### src/rtl/eq_pkg.sv
// Shared types and constants for the five-band stereo equalizer FIR scheduler.
// Band ids, tap/address widths, scheduler FSM states, default buffer mask.
package eq_pkg;

  localparam int N_BANDS = 5;
  localparam int TAP_W   = 10;
  localparam int CA_W    = 3 + TAP_W;

  localparam logic [N_BANDS-1:0] HI_MASK_DEF = 5'b11000;

  typedef enum logic [2:0] {
    BAND_LP = 3'd0,
    BAND_B1 = 3'd1,
    BAND_B2 = 3'd2,
    BAND_B3 = 3'd3,
    BAND_HP = 3'd4
  } band_e;

  typedef enum logic [2:0] {
    S_IDLE  = 3'd0,
    S_CLR   = 3'd1,
    S_RUN   = 3'd2,
    S_DRAIN = 3'd3,
    S_NEXT  = 3'd4
  } state_e;

endpackage

### src/rtl/eq_lat_pipe.sv
// DEPTH-deep 1-bit delay line with synchronous active-high reset.
// Ports: clk, rst, d (input bit), q (d delayed by DEPTH cycles).
module eq_lat_pipe #(
  parameter int DEPTH = 2
) (
  input  logic clk,
  input  logic rst,
  input  logic d,
  output logic q
);

  logic [DEPTH-1:0] sr;

  always_ff @(posedge clk) begin
    if (rst) begin
      sr <= '0;
    end else begin
      sr[0] <= d;
      for (int i = 1; i < DEPTH; i++)
        sr[i] <= sr[i-1];
    end
  end

  assign q = sr[DEPTH-1];

endmodule

### src/rtl/eq_fir_scheduler.sv
// Sequences one shared stereo MAC over five FIR bands per sample frame.
// Ports: clk, rst, valid, lo_full, hi_full in; tap/ROM addresses, MAC control, status out.
module eq_fir_scheduler
  import eq_pkg::*;
#(
  parameter int                 N_TAPS  = 1021,
  parameter int                 RD_LAT  = 2,
  parameter logic [N_BANDS-1:0] HI_MASK = HI_MASK_DEF
) (
  input  logic            clk,
  input  logic            rst,
  input  logic            valid,
  input  logic            lo_full,
  input  logic            hi_full,
  output logic [TAP_W-1:0] tap_idx,
  output logic [CA_W-1:0] coeff_addr,
  output logic            addr_vld,
  output logic            buf_sel,
  output logic            mac_clr,
  output logic            mac_en,
  output logic            band_done,
  output logic [2:0]      band_id,
  output logic            frame_done,
  output logic            busy,
  output logic            overrun,
  output logic            amp_on
);

  state_e     state;
  logic [3:0] dcnt;
  logic       start;
  logic       last;
  logic       both_full;
  logic       tap_end;
  logic       drain_end;
  logic [2:0] nb;

  assign both_full = lo_full & hi_full;
  assign start     = valid & both_full;
  assign last      = (band_id == 3'(N_BANDS - 1));
  assign tap_end   = (tap_idx == TAP_W'(N_TAPS - 1));
  assign drain_end = (dcnt == 4'(RD_LAT - 1));
  assign nb        = band_id + 3'd1;

  always_ff @(posedge clk) begin
    if (rst) begin
      state      <= S_IDLE;
      band_id    <= 3'd0;
      tap_idx    <= '0;
      dcnt       <= 4'd0;
      addr_vld   <= 1'b0;
      buf_sel    <= 1'b0;
      mac_clr    <= 1'b0;
      band_done  <= 1'b0;
      frame_done <= 1'b0;
      overrun    <= 1'b0;
      amp_on     <= 1'b0;
    end else begin
      mac_clr    <= 1'b0;
      band_done  <= 1'b0;
      frame_done <= 1'b0;

      // A valid is only legal when idle or on the final band's NEXT cycle.
      if (valid && state != S_IDLE && !(state == S_NEXT && last))
        overrun <= 1'b1;

      // Amp drops as soon as a buffer loses prime; it re-arms at frame end.
      if (!both_full)
        amp_on <= 1'b0;
      else if (state == S_DRAIN && drain_end && last)
        amp_on <= 1'b1;

      unique case (state)
        S_IDLE: begin
          if (start) begin
            state   <= S_CLR;
            band_id <= BAND_LP;
            tap_idx <= '0;
            mac_clr <= 1'b1;
            buf_sel <= HI_MASK[BAND_LP];
          end
        end
        S_CLR: begin
          state    <= S_RUN;
          addr_vld <= 1'b1;
        end
        S_RUN: begin
          if (tap_end) begin
            state    <= S_DRAIN;
            addr_vld <= 1'b0;
            dcnt     <= 4'd0;
          end else begin
            tap_idx <= tap_idx + 1'b1;
          end
        end
        S_DRAIN: begin
          if (drain_end) begin
            state      <= S_NEXT;
            band_done  <= 1'b1;
            frame_done <= last;
          end else begin
            dcnt <= dcnt + 4'd1;
          end
        end
        S_NEXT: begin
          if (last) begin
            if (start) begin
              state   <= S_CLR;
              band_id <= BAND_LP;
              tap_idx <= '0;
              mac_clr <= 1'b1;
              buf_sel <= HI_MASK[BAND_LP];
            end else begin
              state <= S_IDLE;
            end
          end else begin
            state   <= S_CLR;
            band_id <= nb;
            tap_idx <= '0;
            mac_clr <= 1'b1;
            buf_sel <= HI_MASK[nb];
          end
        end
        default: state <= S_IDLE;
      endcase
    end
  end

  eq_lat_pipe #(
    .DEPTH (RD_LAT)
  ) u_en_pipe (
    .clk (clk),
    .rst (rst),
    .d   (addr_vld),
    .q   (mac_en)
  );

  assign coeff_addr = {band_id, tap_idx};
  assign busy       = (state != S_IDLE);

endmodule

### config.mk
export PLATFORM = sky130hd
export DESIGN_NAME = eq_fir_scheduler
export DESIGN_NICKNAME = d
export VERILOG_FILES = /design/src/rtl/eq_pkg.sv /design/src/rtl/eq_lat_pipe.sv /design/src/rtl/eq_fir_scheduler.sv
export SDC_FILE = /design/constraint.sdc
export NUM_CORES = 1
export LEC_CHECK = 0
export CAP_MARGIN = 40
export CORE_MARGIN = 4
export CORE_UTILIZATION = 25
export CTS_BUF_LIST = sky130_fd_sc_hd__clkbuf_4
export CTS_CLUSTER_SIZE = 12
export DETAILED_ROUTE_END_ITERATION = 12
export SLEW_MARGIN = 10
export SYNTH_ARGS = -nofsm -noshare
export SYNTH_HDL_FRONTEND = slang
export SYNTH_SLANG_ARGS = --single-unit
### constraint.sdc
create_clock -name clk -period 2.23 [get_ports clk]
set_input_delay 0.223 -clock clk [delete_from_list [all_inputs] [get_ports clk]]
set_output_delay 0.223 -clock clk [all_outputs]
set_load 0.05 [all_outputs]
==> implementation parameters, run 1 <==
Parameter                              Value

Synthesis
  Count of synthesis-stage warnings from yosys ... 0
  Register area share after synthesis ... 37.8%
  Post-synthesis average cell area ... 8.44 um2
  Synth unique cells ... 40
  Syn nets ... 194
  Mapped Area ... 1540 um2
  Count of state elements after synthesis ... 29
  Gate Count Post-Synth ... 182

Final layout
  Most common cell after layout, fill and taps aside ... sky130_fd_sc_hd__clkdlybuf4s50_1
  Combined area of the multi-input logic cells ... 798 um2
  Fillcell total ... 654
  Sequential cell area ... 581 um2
  Area of all placed cells without fillers ... 2000 um2
  Total Nets Final ... 225
  Count of antenna diodes in the layout ... 0
  Fraction of final layout cells sized beyond drive strength 1 ... 8.88%
  Area added between synthesis and finish ... 30.3%
  Commonest cells after routing, fill and taps aside ... 39 x sky130_fd_sc_hd__clkdlybuf4s50_1, 29 x sky130_fd_sc_hd__dfxtp_1, 16 x sky130_fd_sc_hd__nor2_1

Routing
  Detailed Routing Iterations Pass 1 ... 4
  Final Routed Wirelength ... 3740 um
  Vias after detailed routing ... 1430
  Number of design-rule violations left by the first detailed-router iteration ... 117
  Via-per-instance ratio ... 4.95
  Avg WL per Cell ... 12.9 um
  DRT antenna net count ... 0
  Total DRC errors in the routed layout ... 0

Clock network
  Sink Count ... 29
  Gates resized, CTS repair ... 0
  Clock network latency to the later pin of the worst-skew pair ... 0.33 ns
  CTS tree ... yes
  Number of buffers created by CTS ... 5
  Cell at the root of the clock tree ... sky130_fd_sc_hd__clkbuf_4
  Reg clk slew, reported paths ... 0.11 ns
  Total setup buffers inserted after CTS ... 0
  Maximum level of the CTS H-tree ... 2
  Buffers from clock root to sink, at most ... 2
  Number of buffers added to fix hold violations after cts ... 0

Global routing
  Gr usage total ... 10.5%
  Number of antenna violations at the first check in global routing ... 0
  Largest net degree at the start of global routing ... 23
  Number of global-route vias before repair ... 1339
  Overall overflow remaining after global route ... 0
  First-pass GRT wire length ... 6380 um

Pwr
  Sw frac ... 29.6%
  Combinational fraction of design power ... 14.1%
  Switching power ... 293 uW
  Power density normalized to cell area ... 495 nW/um2
  Clock share of power ... 31.4%
  Total internal power ... 697 uW
  Leakage power ... 0.000670 uW
  Sequential share of power ... 54.5%
  Maximum VDD drop ... 235 uV

Setup path
  Minimum setup slack among reg-to-reg paths ... 0.38 ns
  Critical path type ... reg2out
  Required time at the endpoint of the critical path ... 2.01 ns
  Endpoint class of the critical path ... output port
  Critical path launch point type ... flop
  Bufs and invs on worst path ... 1
  List of cells traversed by the critical path ... or3_1 -> clkdlybuf4s50_1
  Slowest cell delay on critical path ... 0.70 ns
  CP max stage cell ... sky130_fd_sc_hd__clkdlybuf4s50_1
  Critical path fanouts, max ... 12
  Data arrival time at the worst-slack endpoint ... 1.88 ns
  Family with the most delay on the worst path ... buffers and inverters

Timing
  Hold Violations, Final ... 0
  Slew Limit Fails ... 0
  Worst-case clock skew ... 0.0143 ns
  Final min period ... 2.10 ns
  Worst slew margin relative to its limit ... 66.3%
  Total negative setup slack ... 0 ns
  Worst Max-Slew Pin Slew ... 0.503 ns
  Portion of the clock cycle consumed by the worst path in the final layout ... 94.3%
  Final setup vio count ... 0
  Setup repair after global routing missed its margin ... no
  Highest clock rate ... 476 MHz

Die
  Die ar. ... 7460 um2
  Starting utilization of the core area ... 25.8%
  Area of the core ... 5960 um2
  Die X ... 86.4 um
  Number of placed I/O pins ... 40
  # rows ... 28
  Floorplan die height ... 86.4 um

Placement
  Area of placed instances ... 1950 um2
  Final weighted congestion of routability-driven global placement ... 0.762
  Detailed placer's ending HPWL ... 2670 um
  Port Buffers ... 39

Run
  Max Cap Viol ... 0

Worst hold path
  Classification of the worst-slack hold path ... reg2reg

Run status
  Result of the run ... finished, final reports clean
-- worst reg2reg max path, delay by kind of cell, from the launching register on --
family / cells / cell delay, ns
compound gates: 2 / 0.62
simple gates: 2 / 0.58
flops: 1 / 0.55
-- through the flow --
stage	total power (uW)	util [%]	cells	hold slack, ns	setup WS (ns)
floorplan	643	-	182	0.347	0.271
global placement	691	32.7	281	0.417	0.439
detailed placement	692	32.7	281	0.420	0.393
CTS	1010	33.6	289	0.447	0.0938
global route	1040	33.6	289	0.460	0.0428
finish	990	33.6	289	0.443	0.127
-- final timing paths --
| kind | startpoint | end | cells after the start |
|---|---|---|---|
| worst max register to register | state[1] | state[0] | 4 |
| worst min register to register | u_en_pipe.sr[0] | u_en_pipe.sr[1] | 1 |
| worst max-delay path | state[0] | busy | 2 |
| worst min-delay path | u_en_pipe.sr[0] | u_en_pipe.sr[1] | 1 |
-- Yosys cell counts --
master                     instances  area share [%]
sky130_fd_sc_hd__nor2_1           16             3.9
sky130_fd_sc_hd__nor3b_1           2            0.98
sky130_fd_sc_hd__a31oi_1           7             2.9
sky130_fd_sc_hd__clkbuf_1          5             1.2
sky130_fd_sc_hd__dfxtp_1          29              38
sky130_fd_sc_hd__a41oi_1           1            0.57
sky130_fd_sc_hd__buf_4            13             6.4
sky130_fd_sc_hd__nor4b_1           1            0.57
sky130_fd_sc_hd__and3_1            2            0.81
sky130_fd_sc_hd__or3_1             5             2.0
sky130_fd_sc_hd__o31ai_1           2            0.98
sky130_fd_sc_hd__or3b_1            1            0.57
sky130_fd_sc_hd__and4_1            3             1.7
sky130_fd_sc_hd__nand4_1           2            0.81
sky130_fd_sc_hd__a21boi_1          1            0.49
sky130_fd_sc_hd__nor3b_2           1            0.81
sky130_fd_sc_hd__nand3_1          12             3.9
sky130_fd_sc_hd__o211ai_1          2            0.98
sky130_fd_sc_hd__a32oi_1           1            0.57
sky130_fd_sc_hd__a311oi_1          6             3.4
sky130_fd_sc_hd__xor2_1            1            0.57
sky130_fd_sc_hd__a41o_1            1            0.65
sky130_fd_sc_hd__o21ai_2           1            0.57
sky130_fd_sc_hd__a31o_4            1             1.1
sky130_fd_sc_hd__a211o_1           1            0.57
sky130_fd_sc_hd__o21ba_2           1            0.65
sky130_fd_sc_hd__a31o_2            1            0.57
sky130_fd_sc_hd__nor3_1            3            0.98
sky130_fd_sc_hd__inv_1             7             1.7
sky130_fd_sc_hd__o22a_1            1            0.57
sky130_fd_sc_hd__o41ai_1           1            0.57
sky130_fd_sc_hd__nand2b_1          2            0.81
sky130_fd_sc_hd__nor4_1            2            0.81
sky130_fd_sc_hd__nand3b_1          3             1.5
sky130_fd_sc_hd__buf_2             3            0.98
sky130_fd_sc_hd__nand2_1          13             3.2
sky130_fd_sc_hd__o21ai_0           6             2.0
sky130_fd_sc_hd__a21oi_1          11             3.6
sky130_fd_sc_hd__nor2b_1           4             1.6
sky130_fd_sc_hd__ha_1              7             5.7
-- cells by family (layout without fill, tap and decap cells) --
logic type                 after synthesis  after routing  share of synthesized area [%]
AOI/OAI and AO/OA                       45             45                           20.7
xor gates and xnor gates                 1              1                          0.570
adders and majority gates                7              7                           5.70
buffers and inverters                   28             60                           10.3
DFF                                     29             29                           37.8
and+or+nand+nor                         72             72                           25.0
-- area by class of cell --
class                   count  share of cell area (%)
inverters                   7                    1.31
well taps                  75                    4.69
clock inverters             3                   0.875
flip-flops and latches     29                    29.0
multi-input cells         125                    39.9
clock buffers               5                    1.88
repair buffers             45                    22.4
-- sequential cells by signal, summed over array words and instances, names as in the netlist --
name and cells:
addr_vld 1, amp_on 1, band_done 1, band_id 3, buf_sel 1, dcnt 4
frame_done 1, mac_clr 1, overrun 1, state 3, tap_idx 10, u_en_pipe.sr 2
-- routing by layer --
| metal | GRT usage (%) | vias to the layer above | wire, um |
|---|---|---|---|
| met5 | 0 | - | 0 |
| met4 | 2.83 | 0 | 37 |
| met3 | 2.76 | 4 | 197 |
| met2 | 16.8 | 41 | 1770 |
| met1 | 13.9 | 665 | 1740 |
| li1 | - | 720 | - |
-- power by group through the flow --
stage	combinational, uW	clock [uW]	sequential [uW]
2_1_floorplan	81.5	0	562
3_3_place_gp	139	0	551
3_5_place_dp	140	0	552
4_1_cts	141	325	540
5_1_grt	154	344	542
6_report	140	311	540
(Power assumes the default switching activity.)
==> run 2, diff against run 1 <==
==> constraint.sdc (replaced) <==
create_clock -name clk -period 1.9 [get_ports clk]
set_input_delay 0.19 -clock clk [delete_from_list [all_inputs] [get_ports clk]]
set_output_delay 0.19 -clock clk [all_outputs]
set_load 0.05 [all_outputs]
==> run 2 against run 1 <==
Net effect: clock skew down 0.0044 ns; sequential share of layout area shrank 0.73 points; non-clock buffer count rose by 5; clock power is 65% higher; register-to-register slack worse by 0.13 ns; combinational power up 25%; die area is the same; first-iteration DRC count fell by 42%; setup slack worse by 0.048 ns; total power increased by 33%; count of clock-buffer cells in the layout increased by 1; critical path depth fell by 1.
==> implementation parameters, run 2 (synthesis results as in run 1) <==
Parameter                              Value

Clock network
  Reg clk slew, reported paths ... 0.10 ns (about the same)
  Maximum level of the CTS H-tree ... 2 (unchanged)
  Total setup buffers inserted after CTS ... 0 (unchanged)
  CTS tree ... yes
  Clock network latency to the later pin of the worst-skew pair ... 0.33 ns (about the same)
  Number of buffers created by CTS ... 5 (unchanged)
  Buffers from clock root to sink, at most ... 2 (unchanged)
  Sink Count ... 29 (unchanged)
  Cell at the root of the clock tree ... sky130_fd_sc_hd__clkbuf_4

Timing
  Highest clock rate ... 549 MHz
  Hold Violations, Final ... 0 (unchanged)
  Setup repair after global routing missed its margin ... no
  Final min period ... 1.82 ns
  Worst-case clock skew ... 0.00991 ns (-0.00435 ns)
  Final setup vio count ... 0 (unchanged)
  Worst Max-Slew Pin Slew ... 0.517 ns (+0.0138 ns)
  Total negative setup slack ... 0 ns (unchanged)
  Slew Limit Fails ... 0 (unchanged)
  Portion of the clock cycle consumed by the worst path in the final layout ... 95.8%
  Hold slack final ... 0.436 ns (-0.00719 ns)
  Worst slew margin relative to its limit ... 65.4% (-0.92 points)

Final layout
  Area added between synthesis and finish ... 34.5%
  Fraction of final layout cells sized beyond drive strength 1 ... 14.2% (+5.3 points)
  Max reg flops ... 10 (unchanged)
  Largest register by flop count ... tap_idx
  Total Nets Final ... 230 (+2.2%)
  Commonest cells after routing, fill and taps aside ... 26 x sky130_fd_sc_hd__dfxtp_1, 24 x sky130_fd_sc_hd__clkdlybuf4s50_1, 16 x sky130_fd_sc_hd__nor2_1, 16 x sky130_fd_sc_hd__buf_4, 13 x sky130_fd_sc_hd__nand2_1
  Fillcell total ... 648 (-0.92%)
  Count of antenna diodes in the layout ... 0 (unchanged)
  Largest registers in the final layout ... tap_idx (10), dcnt (4)
  Most common cell after layout, fill and taps aside ... sky130_fd_sc_hd__dfxtp_1

Worst hold path
  Worst Hold Path EP ... amp_on
  Instance count along the most critical hold path ... 3 (+2)
  Hold_sp ... hi_full
  Classification of the worst-slack hold path ... in2reg

Setup path
  Slowest cell delay on critical path ... 0.84 ns (+0.14 ns)
  Required time at the endpoint of the critical path ... 1.71 ns (-0.30 ns)
  Bufs and invs on worst path ... 1 (unchanged)
  Minimum setup slack among reg-to-reg paths ... 0.25 ns (-0.13 ns)
  Critical path type ... reg2out
  Reg2Reg Launch Point ... tap_idx[0]
  Critical path fanouts, max ... 7 (-5)
  FF-to-FF path depth ... 6 (+2)
  Reg2reg end ... tap_idx[0]
  Critical path launch point type ... flop
  Endpoint class of the critical path ... output port
  Family with the most delay on the worst path ... buffers and inverters
  List of cells traversed by the critical path ... clkdlybuf4s50_1
  Data arrival time at the worst-slack endpoint ... 1.63 ns (-0.25 ns)
  CP max stage cell ... sky130_fd_sc_hd__clkdlybuf4s50_1

Die
  Area of the core ... 5960 um2 (unchanged)
  Floorplan die height ... 86.4 um (unchanged)
  Starting utilization of the core area ... 25.8% (unchanged)
  Die ar. ... 7460 um2 (unchanged)
  Die X ... 86.4 um (unchanged)
  # rows ... 28 (unchanged)
  Number of placed I/O pins ... 40 (unchanged)

Routing
  Avg WL per Cell ... 13.0 um (+0.69%)
  Via-per-instance ratio ... 4.93 (-0.33%)
  Detailed Routing Iterations Pass 1 ... 4 (unchanged)
  Number of design-rule violations left by the first detailed-router iteration ... 68 (-42%)
  DRT antenna net count ... 0 (unchanged)
  Final Routed Wirelength ... 3830 um (+2.4%)
  Total DRC errors in the routed layout ... 0 (unchanged)
  Vias after detailed routing ... 1450 (+1.4%)

Run status
  Result of the run ... finished, final reports clean

Pwr
  Maximum VDD drop ... 377 uV (+61%)
  Power density normalized to cell area ... 636 nW/um2 (+29%)
  Leakage power ... 0.000902 uW (+35%)

Placement
  Detailed placer's ending HPWL ... 2750 um (+2.7%)
  Final weighted congestion of routability-driven global placement ... 0.799 (+4.8%)
  Port Buffers ... 39 (unchanged)

Global routing
  Number of antenna violations at the first check in global routing ... 0 (unchanged)
  Overall overflow remaining after global route ... 0 (unchanged)
  Gr usage total ... 11.1% (+0.65 points)
  First-pass GRT wire length ... 6690 um (+5.0%)
  Number of global-route vias before repair ... 1430 (+6.8%)
  Largest net degree at the start of global routing ... 15 (-35%)

Run
  Max Cap Viol ... 0 (unchanged)
run 2: power by group:
group | internal (uW) | switching (uW) | total, uW
Combinational | 63.6 | 111 | 175
Sequential | 618 | 7.30 | 625
Clock | 288 | 225 | 513
run 2: metal layers:
metal / wire (um) / vias to the layer above / share of wire, % / GRT usage [%]
li1: - / 731 / - / -
met2: 1730 / 47 / 45 / 17.2
met1: 1790 / 668 / 47 / 14.3
met4: 51 / 0 / 1.3 / 3.40
met5: 0 / - / 0 / 0
met3: 263 / 4 / 6.9 / 4.18
run 2: through the flow:
step	cell area, um2	util [%]	power (uW)	instances	setup WS, ns
after floorplan	1540	-	755	182	0.0177
after global placement	1960	33.0	815	286	0.308
after global routing	2070	34.7	1380	294	0.00123
after detailed placement	1960	33.0	815	286	0.271
final	2070	34.7	1310	294	0.0791
after CTS	2040	34.3	1330	294	0.00676
run 2: how the worst max path moves through the flow:
stage                     startpoint            end  slack, ns  cells past startpoint
final                     tap_idx[7]  coeff_addr[7]       0.08                      1
after global placement      state[0]     tap_idx[0]       0.31                      4
after global routing      tap_idx[7]  coeff_addr[7]      0.001                      1
after CTS                 tap_idx[6]  coeff_addr[6]      0.007                      1
after floorplan           band_id[1]     tap_idx[8]       0.02                      6
after detailed placement  tap_idx[0]     tap_idx[0]       0.27                      6
run 2: area by class of cell:
class / instances / area (um2) / area share (%)
multi-input cells: 125 / 798 / 38.6
flip-flops and latches: 29 / 584 / 28.3
repair buffers: 50 / 485 / 23.5
well taps: 75 / 93.8 / 4.54
clock buffers: 6 / 45.0 / 2.18
clock inverters: 2 / 33.8 / 1.63
inverters: 7 / 26.3 / 1.27
run 2: what timing repair did:
| item | in CTS | in global routing |
|---|---|---|
| gates resized for setup | 0 | 10 |
| endpoints found under the hold margin | 0 | 0 |
| setup endpoints to repair | 0 | 10 |
| hold buffers | 0 | 0 |
